### config.mk
export PLATFORM = sky130hd
export DESIGN_NAME = decoder_scan_ctrl
export DESIGN_NICKNAME = d
export VERILOG_FILES = /design/src/rtl/decoder_scan_ctrl.sv
export SDC_FILE = /design/constraint.sdc
export NUM_CORES = 1
export LEC_CHECK = 0
export ABC_CLOCK_PERIOD_IN_PS = 3990
export CELL_PAD_IN_SITES_DETAIL_PLACEMENT = 0
export CELL_PAD_IN_SITES_GLOBAL_PLACEMENT = 1
export CORE_MARGIN = 1.5
export CORE_UTILIZATION = 40
export CTS_CLUSTER_DIAMETER = 50
export DETAILED_ROUTE_END_ITERATION = 8
export GPL_TIMING_DRIVEN = 0
export PLACE_DENSITY_LB_ADDON = 0.1
export SLEW_MARGIN = 0
export SYNTH_ARGS = -nofsm -noshare
export SYNTH_HDL_FRONTEND = slang
export SYNTH_SLANG_ARGS = --single-unit
### constraint.sdc
create_clock -name clk -period 3.99 [get_ports clk]
set_input_delay 0.798 -clock clk [delete_from_list [all_inputs] [get_ports clk]]
set_output_delay 0.798 -clock clk [all_outputs]
set_load 0.02 [all_outputs]
### src/rtl/decoder_scan_ctrl.sv
// Channel scanner driving sel/en of a 3-to-8 decoder: programmable scan order and dwell,
// one blanked cycle between channels (break-before-make), and a pulse at the end of each sweep.
module decoder_scan_ctrl #(
  parameter int DWELL_W = 8
) (
  input  logic               clk,
  input  logic               rst_n,
  input  logic               start,
  input  logic               stop,
  input  logic [1:0]         mode,
  input  logic [DWELL_W-1:0] dwell,
  output logic [2:0]         sel,
  output logic               en,
  output logic               busy,
  output logic               sweep_done
);

  typedef enum logic [1:0] {
    S_IDLE  = 2'd0,
    S_ON    = 2'd1,
    S_BLANK = 2'd2
  } state_t;

  localparam logic [DWELL_W-1:0] DWELL_ONE = {{(DWELL_W-1){1'b0}}, 1'b1};

  state_t             r_state, w_state_nxt;
  logic [DWELL_W-1:0] r_cnt, w_cnt_nxt;
  logic [DWELL_W-1:0] r_dwell, w_dwell_nxt;
  logic [DWELL_W-1:0] w_dwell_eff;
  logic [1:0]         r_mode, w_mode_nxt;
  logic               r_down, w_down_nxt;
  logic [2:0]         r_sel, w_sel_nxt;
  logic               r_en, r_busy, r_sweep_done;
  logic               w_sd_nxt;
  logic [2:0]         w_step_sel;
  logic               w_step_down;
  logic               w_step_sd;
  logic               w_last;

  assign sel        = r_sel;
  assign en         = r_en;
  assign busy       = r_busy;
  assign sweep_done = r_sweep_done;

  assign w_dwell_eff = (dwell == '0) ? DWELL_ONE : dwell;
  assign w_last      = (r_cnt == DWELL_ONE);

  // Next channel, direction and end-of-sweep flag for the channel being left.
  always_comb begin
    w_step_sel  = r_sel + 3'd1;
    w_step_down = r_down;
    w_step_sd   = 1'b0;
    case (r_mode)
      2'b00: begin
        w_step_sel = r_sel + 3'd1;
        w_step_sd  = (r_sel == 3'd7);
      end
      2'b01: begin
        w_step_sel = r_sel - 3'd1;
        w_step_sd  = (r_sel == 3'd0);
      end
      2'b10: begin
        w_step_sel = r_sel + 3'd1;
        w_step_sd  = (r_sel == 3'd7);
      end
      2'b11: begin
        if (!r_down) begin
          if (r_sel == 3'd7) begin
            w_step_sel  = 3'd6;
            w_step_down = 1'b1;
            w_step_sd   = 1'b1;
          end else begin
            w_step_sel = r_sel + 3'd1;
          end
        end else begin
          if (r_sel == 3'd0) begin
            w_step_sel  = 3'd1;
            w_step_down = 1'b0;
            w_step_sd   = 1'b1;
          end else begin
            w_step_sel = r_sel - 3'd1;
          end
        end
      end
      default: begin
        w_step_sel = r_sel + 3'd1;
      end
    endcase
  end

  // Scan FSM next-state logic; stop overrides every other transition.
  always_comb begin
    w_state_nxt = r_state;
    w_cnt_nxt   = r_cnt;
    w_dwell_nxt = r_dwell;
    w_mode_nxt  = r_mode;
    w_down_nxt  = r_down;
    w_sel_nxt   = r_sel;
    w_sd_nxt    = 1'b0;
    case (r_state)
      S_IDLE: begin
        if (start && !stop) begin
          w_state_nxt = S_ON;
          w_mode_nxt  = mode;
          w_dwell_nxt = w_dwell_eff;
          w_cnt_nxt   = w_dwell_eff;
          w_down_nxt  = 1'b0;
          w_sel_nxt   = (mode == 2'b01) ? 3'd7 : 3'd0;
        end else begin
          w_state_nxt = S_IDLE;
        end
      end
      S_ON: begin
        if (stop) begin
          w_state_nxt = S_IDLE;
        end else if (w_last) begin
          if ((r_mode == 2'b10) && (r_sel == 3'd7)) begin
            w_state_nxt = S_IDLE;
            w_sd_nxt    = 1'b1;
          end else begin
            w_state_nxt = S_BLANK;
            w_sel_nxt   = w_step_sel;
            w_down_nxt  = w_step_down;
            w_sd_nxt    = w_step_sd;
          end
        end else begin
          w_cnt_nxt = r_cnt - DWELL_ONE;
        end
      end
      S_BLANK: begin
        if (stop) begin
          w_state_nxt = S_IDLE;
        end else begin
          w_state_nxt = S_ON;
          w_cnt_nxt   = r_dwell;
        end
      end
      default: begin
        w_state_nxt = S_IDLE;
      end
    endcase
  end

  // State, latched configuration and registered decoder outputs.
  always_ff @(posedge clk or negedge rst_n) begin
    if (!rst_n) begin
      r_state      <= S_IDLE;
      r_cnt        <= '0;
      r_dwell      <= '0;
      r_mode       <= 2'b00;
      r_down       <= 1'b0;
      r_sel        <= 3'd0;
      r_en         <= 1'b0;
      r_busy       <= 1'b0;
      r_sweep_done <= 1'b0;
    end else begin
      r_state      <= w_state_nxt;
      r_cnt        <= w_cnt_nxt;
      r_dwell      <= w_dwell_nxt;
      r_mode       <= w_mode_nxt;
      r_down       <= w_down_nxt;
      r_sel        <= w_sel_nxt;
      r_en         <= (w_state_nxt == S_ON);
      r_busy       <= (w_state_nxt != S_IDLE);
      r_sweep_done <= w_sd_nxt;
    end
  end

endmodule

==> out/metrics.csv <==
stage;metric;value;unit
synthesis;Cell variety after synth;46;
place;I/O Buffers;19;
floorplan;Die Y-Extent;68.3;µm
synthesis;synthesized cell area;1700;µm²
synthesis;Synth Instances;176;
detailed_routing;via-per-instance ratio;5.54;
critical_path;R2R Setup Slk;1.93;ns
layout;Final Util;49.2;%
place;dpl hpwl;2.90;mm
layout;Multi-input gate area;926;µm²
critical_path;Critical Setup Path Class;primary input to register;
detailed_routing;WL per Instance;15.1;µm
floorplan;FP Rows;23;
min_path;worst hold start;r_dwell[0]$_DFFE_PN0P_;
place;Routability Congestion;0.818;
min_path;Worst Hold End;r_dwell[0]$_DFFE_PN0P_;
min_path;hold depth;2;
timing;Final TNS setup;0;ns
synthesis;Mapped Nets;202;
clocking;clock-pin slew on the worst setup and hold paths;0.09;ns
layout;Final #Nets;226;
layout;FILL cells;398;
timing;Slew @ Worst Pin;0.628;ns
timing;slack of the critical path;1.59;ns
clocking;Num CTS Buffers;3;
clocking;TritonCTS clock tree;built;
floorplan;Initial Util;42.0;%
critical_path;Bufs and invs on worst path;2;
global_routing;GRT busiest layer;met2;
synthesis;Synth top area share;39.6;%
synthesis;#FFs+latches synth;27;
floorplan;die area;4660;µm²
global_routing;GR Util met2;34.8;%
synthesis;largest area contributor in the netlist;dfrtp_1;
global_routing;remaining global-route overflow;0;
floorplan;core area;4060;µm²
global_routing;Overall Global Routing Usage;18.7;%
pwr;Leak;0.845;nW
detailed_routing;routed wire length;3.77;mm
critical_path;cell family with most CP delay;buffers and inverters;
global_routing;pin count of the biggest net entering global routing;28;
pwr;PwrDens;363;nW/µm²
clocking;clock buffer depth;2;
pwr;VDD IR max;0.145;mV
timing;Slew Viols, Final;0;
timing;crit share post-route;60.1;%
detailed_routing;drt pass-1 iters;4;
critical_path;CP endpoint kind;register;
critical_path;reg2reg path depth;7;
outcome;status;complete, no violations;
detailed_routing;initial DRC count;73;
clocking;H-tree Lvls;1;
critical_path;Max Fanout on Critical Path;10;
timing;normalized max-slew margin;58.1;%
clocking;Post-CTS Repair Setup Buffers;0;
layout;Area Overhead vs Synth;17.2;%
synthesis;largest family of logic cells by synthesized area;compound AO/OA/AOI/OAI gates;
critical_path;Worst R2R End;r_cnt[2]$_DFFE_PN0P_;
synthesis;mux cell area share after synthesis;8.44;%
synthesis;adder-cell area share of the yosys netlist;8.81;%
global_routing;vias in the first global route;1420;
timing;fin crit period;2.40;ns
synthesis;top post-synthesis cells by area;dfrtp_1, ha_1, mux2_2, o21ai_0, inv_1;
critical_path;CP required;4.15;ns
critical_path;worst path cell trace;clkdlybuf4s50_1, nor2b_1, nand2_1, clkbuf_1, mux2_2;
detailed_routing;residual DRC count;0;
clocking;CTS Sinks;27;
synthesis;Post-synth ARST share;100;%
min_path;worst hold path class;register to register;
critical_path;CP arrival;2.56;ns
synthesis;top-count cell post-synth;dfrtp_1;
global_routing;first-pass GRT wire length;6.55;mm
synthesis;Syn. warnings;0;
critical_path;critical path launch point type;primary input;
floorplan;Horiz. Die Dim;68.3;µm
place;Setup WS pre-CTS;1.27;ns
synthesis;complex-gate fraction of the synthesized area;18.2;%
floorplan;num ports;20;
timing;final setup fails;0;
detailed_routing;Antenna Violating Nets Remaining;0;
flow_run;MaxCap Viol Count;0;
synthesis;syn_area_per_cell;9.68;µm²
timing;Worst Skew;0.00440;ns
critical_path;Reg2Reg Launch Point;r_state[1]$_DFF_PN0_;
timing;RSZ-0062 raised after global routing;false;
layout;Register Area;676;µm²
clocking;PostCTS Resize Cnt;0;
layout;share of cells above drive strength 1;12.6;%
detailed_routing;via count;1380;
synthesis;Synth Area in Simple Gates;16.3;%
clocking;CTS root buffer;clkbuf_8;
global_routing;initial antenna violation count;0;
synthesis;Synth top cells by count;dfrtp_1, inv_1, nor2_1, o21ai_0, ha_1;
timing;achievable frequency;0.417;GHz
synthesis;Seq/Total Area, Yosys;39.6;%
critical_path;CP max stage delay;0.56;ns
critical_path;Crit-path slowest cell;clkdlybuf4s50_1;
global_routing;met3 Usage GRT;2.47;%
layout;ANT cells;0;
clocking;hold buffer count at cts;0;
global_routing;met1 GRT Util;22.8;%
synthesis;Synth Area in XOR/XNOR;2.57;%
clocking;clk_lat worst skew;0.27;ns
timing;final hold violation count;0;
synthesis;Post-synth EDFFs;0;
synthesis;main flop type after synthesis;dfrtp_1;
[cell families after synthesis]
kind of cell | count (synthesis)
and+or+nand+nor | 50
xor gates and xnor gates | 5
muxes | 13
adders and majority gates | 12
DFF | 27
buffers and inverters | 24
AOI/OAI and AO/OA | 45
[report_power, final]
part	internal (W)	switching [W]	total, W
logic	0.000103	0.000112	0.000215
clock network	0.0000716	0.0000892	0.000161
registers	0.000312	0.0000376	0.000350
[flip-flops by register name, indices dropped and copies added, names as in the netlist]
name	flops
r_cnt	8
r_dwell	8
sel	3
r_mode	2
r_state	2
busy	1
en	1
r_down	1
sweep_done	1
[cells in the final DEF, fill, tap and decap left out, types with 2 or more instances in the layout]
master and count:
a21oi_1 6, a221oi_1 5, a32o_1 2, buf_2 2, clkbuf_1 6, clkbuf_8 3, clkdlybuf4s50_1 18, dfrtp_1 27
ha_1 12, inv_1 16, mux2_2 11, mux2i_1 2, nand2_1 11, nand2b_1 4, nand3_1 4, nand4b_1 2
nor2_1 13, nor2b_1 3, nor3b_1 2, o211ai_1 2, o21ai_0 13, o21ai_1 2, o22ai_1 4, o31ai_1 2
xnor2_1 4
[how the worst max path moves through the flow]
stage | endpoint | slack [ns] | depth (start not counted) | from
2_1_floorplan | r_cnt[1]$_DFFE_PN0P_ | 2.11 | 6 | start
3_3_place_gp | r_dwell[7]$_DFFE_PN0P_ | 1.33 | 5 | stop
3_5_place_dp | r_mode[1]$_DFFE_PN0P_ | 1.27 | 5 | stop
4_1_cts | r_mode[1]$_DFFE_PN0P_ | 1.57 | 5 | stop
5_1_grt | r_dwell[6]$_DFFE_PN0P_ | 1.47 | 5 | stop
6_report | r_dwell[6]$_DFFE_PN0P_ | 1.59 | 5 | stop
[per-stage QoR]
step	area, µm²	hold WS, ns	instances	power, W
after floorplan	1700	0.450	176	0.000497
after global placement	1960	0.469	245	0.000565
after detailed placement	1960	0.483	245	0.000571
after CTS	2000	0.507	249	0.000733
after global routing	2000	0.533	249	0.000777
final	2000	0.505	249	0.000725
[area by class of cell]
cell class,count,area share [%]
multi-input combinational,125,46.4
sequential,27,33.8
timing repair buffer,19,9.27
tap,50,3.13
inverter,16,3.01
clock buffer,4,2.26
buffer,8,2.13
[worst reg2reg max path: stages, from the launching register on]
cell      delay [ns]
dfrtp_1         0.44
inv_1           0.09
ha_1            0.27
clkbuf_1        0.33
inv_1           0.24
a221oi_1        0.25
nor2_1          0.08
mux2_2          0.26
[per-layer routing]
metal | vias to the layer above | share of wire [%] | routed length, µm
li1 | 678 | - | -
met1 | 679 | 44 | 1640
met2 | 21 | 54 | 2020
met3 | 2 | 2.4 | 91
met4 | 0 | 0.45 | 17
met5 | - | 0 | 0
No activity file was read; power rests on OpenSTA's default activity.
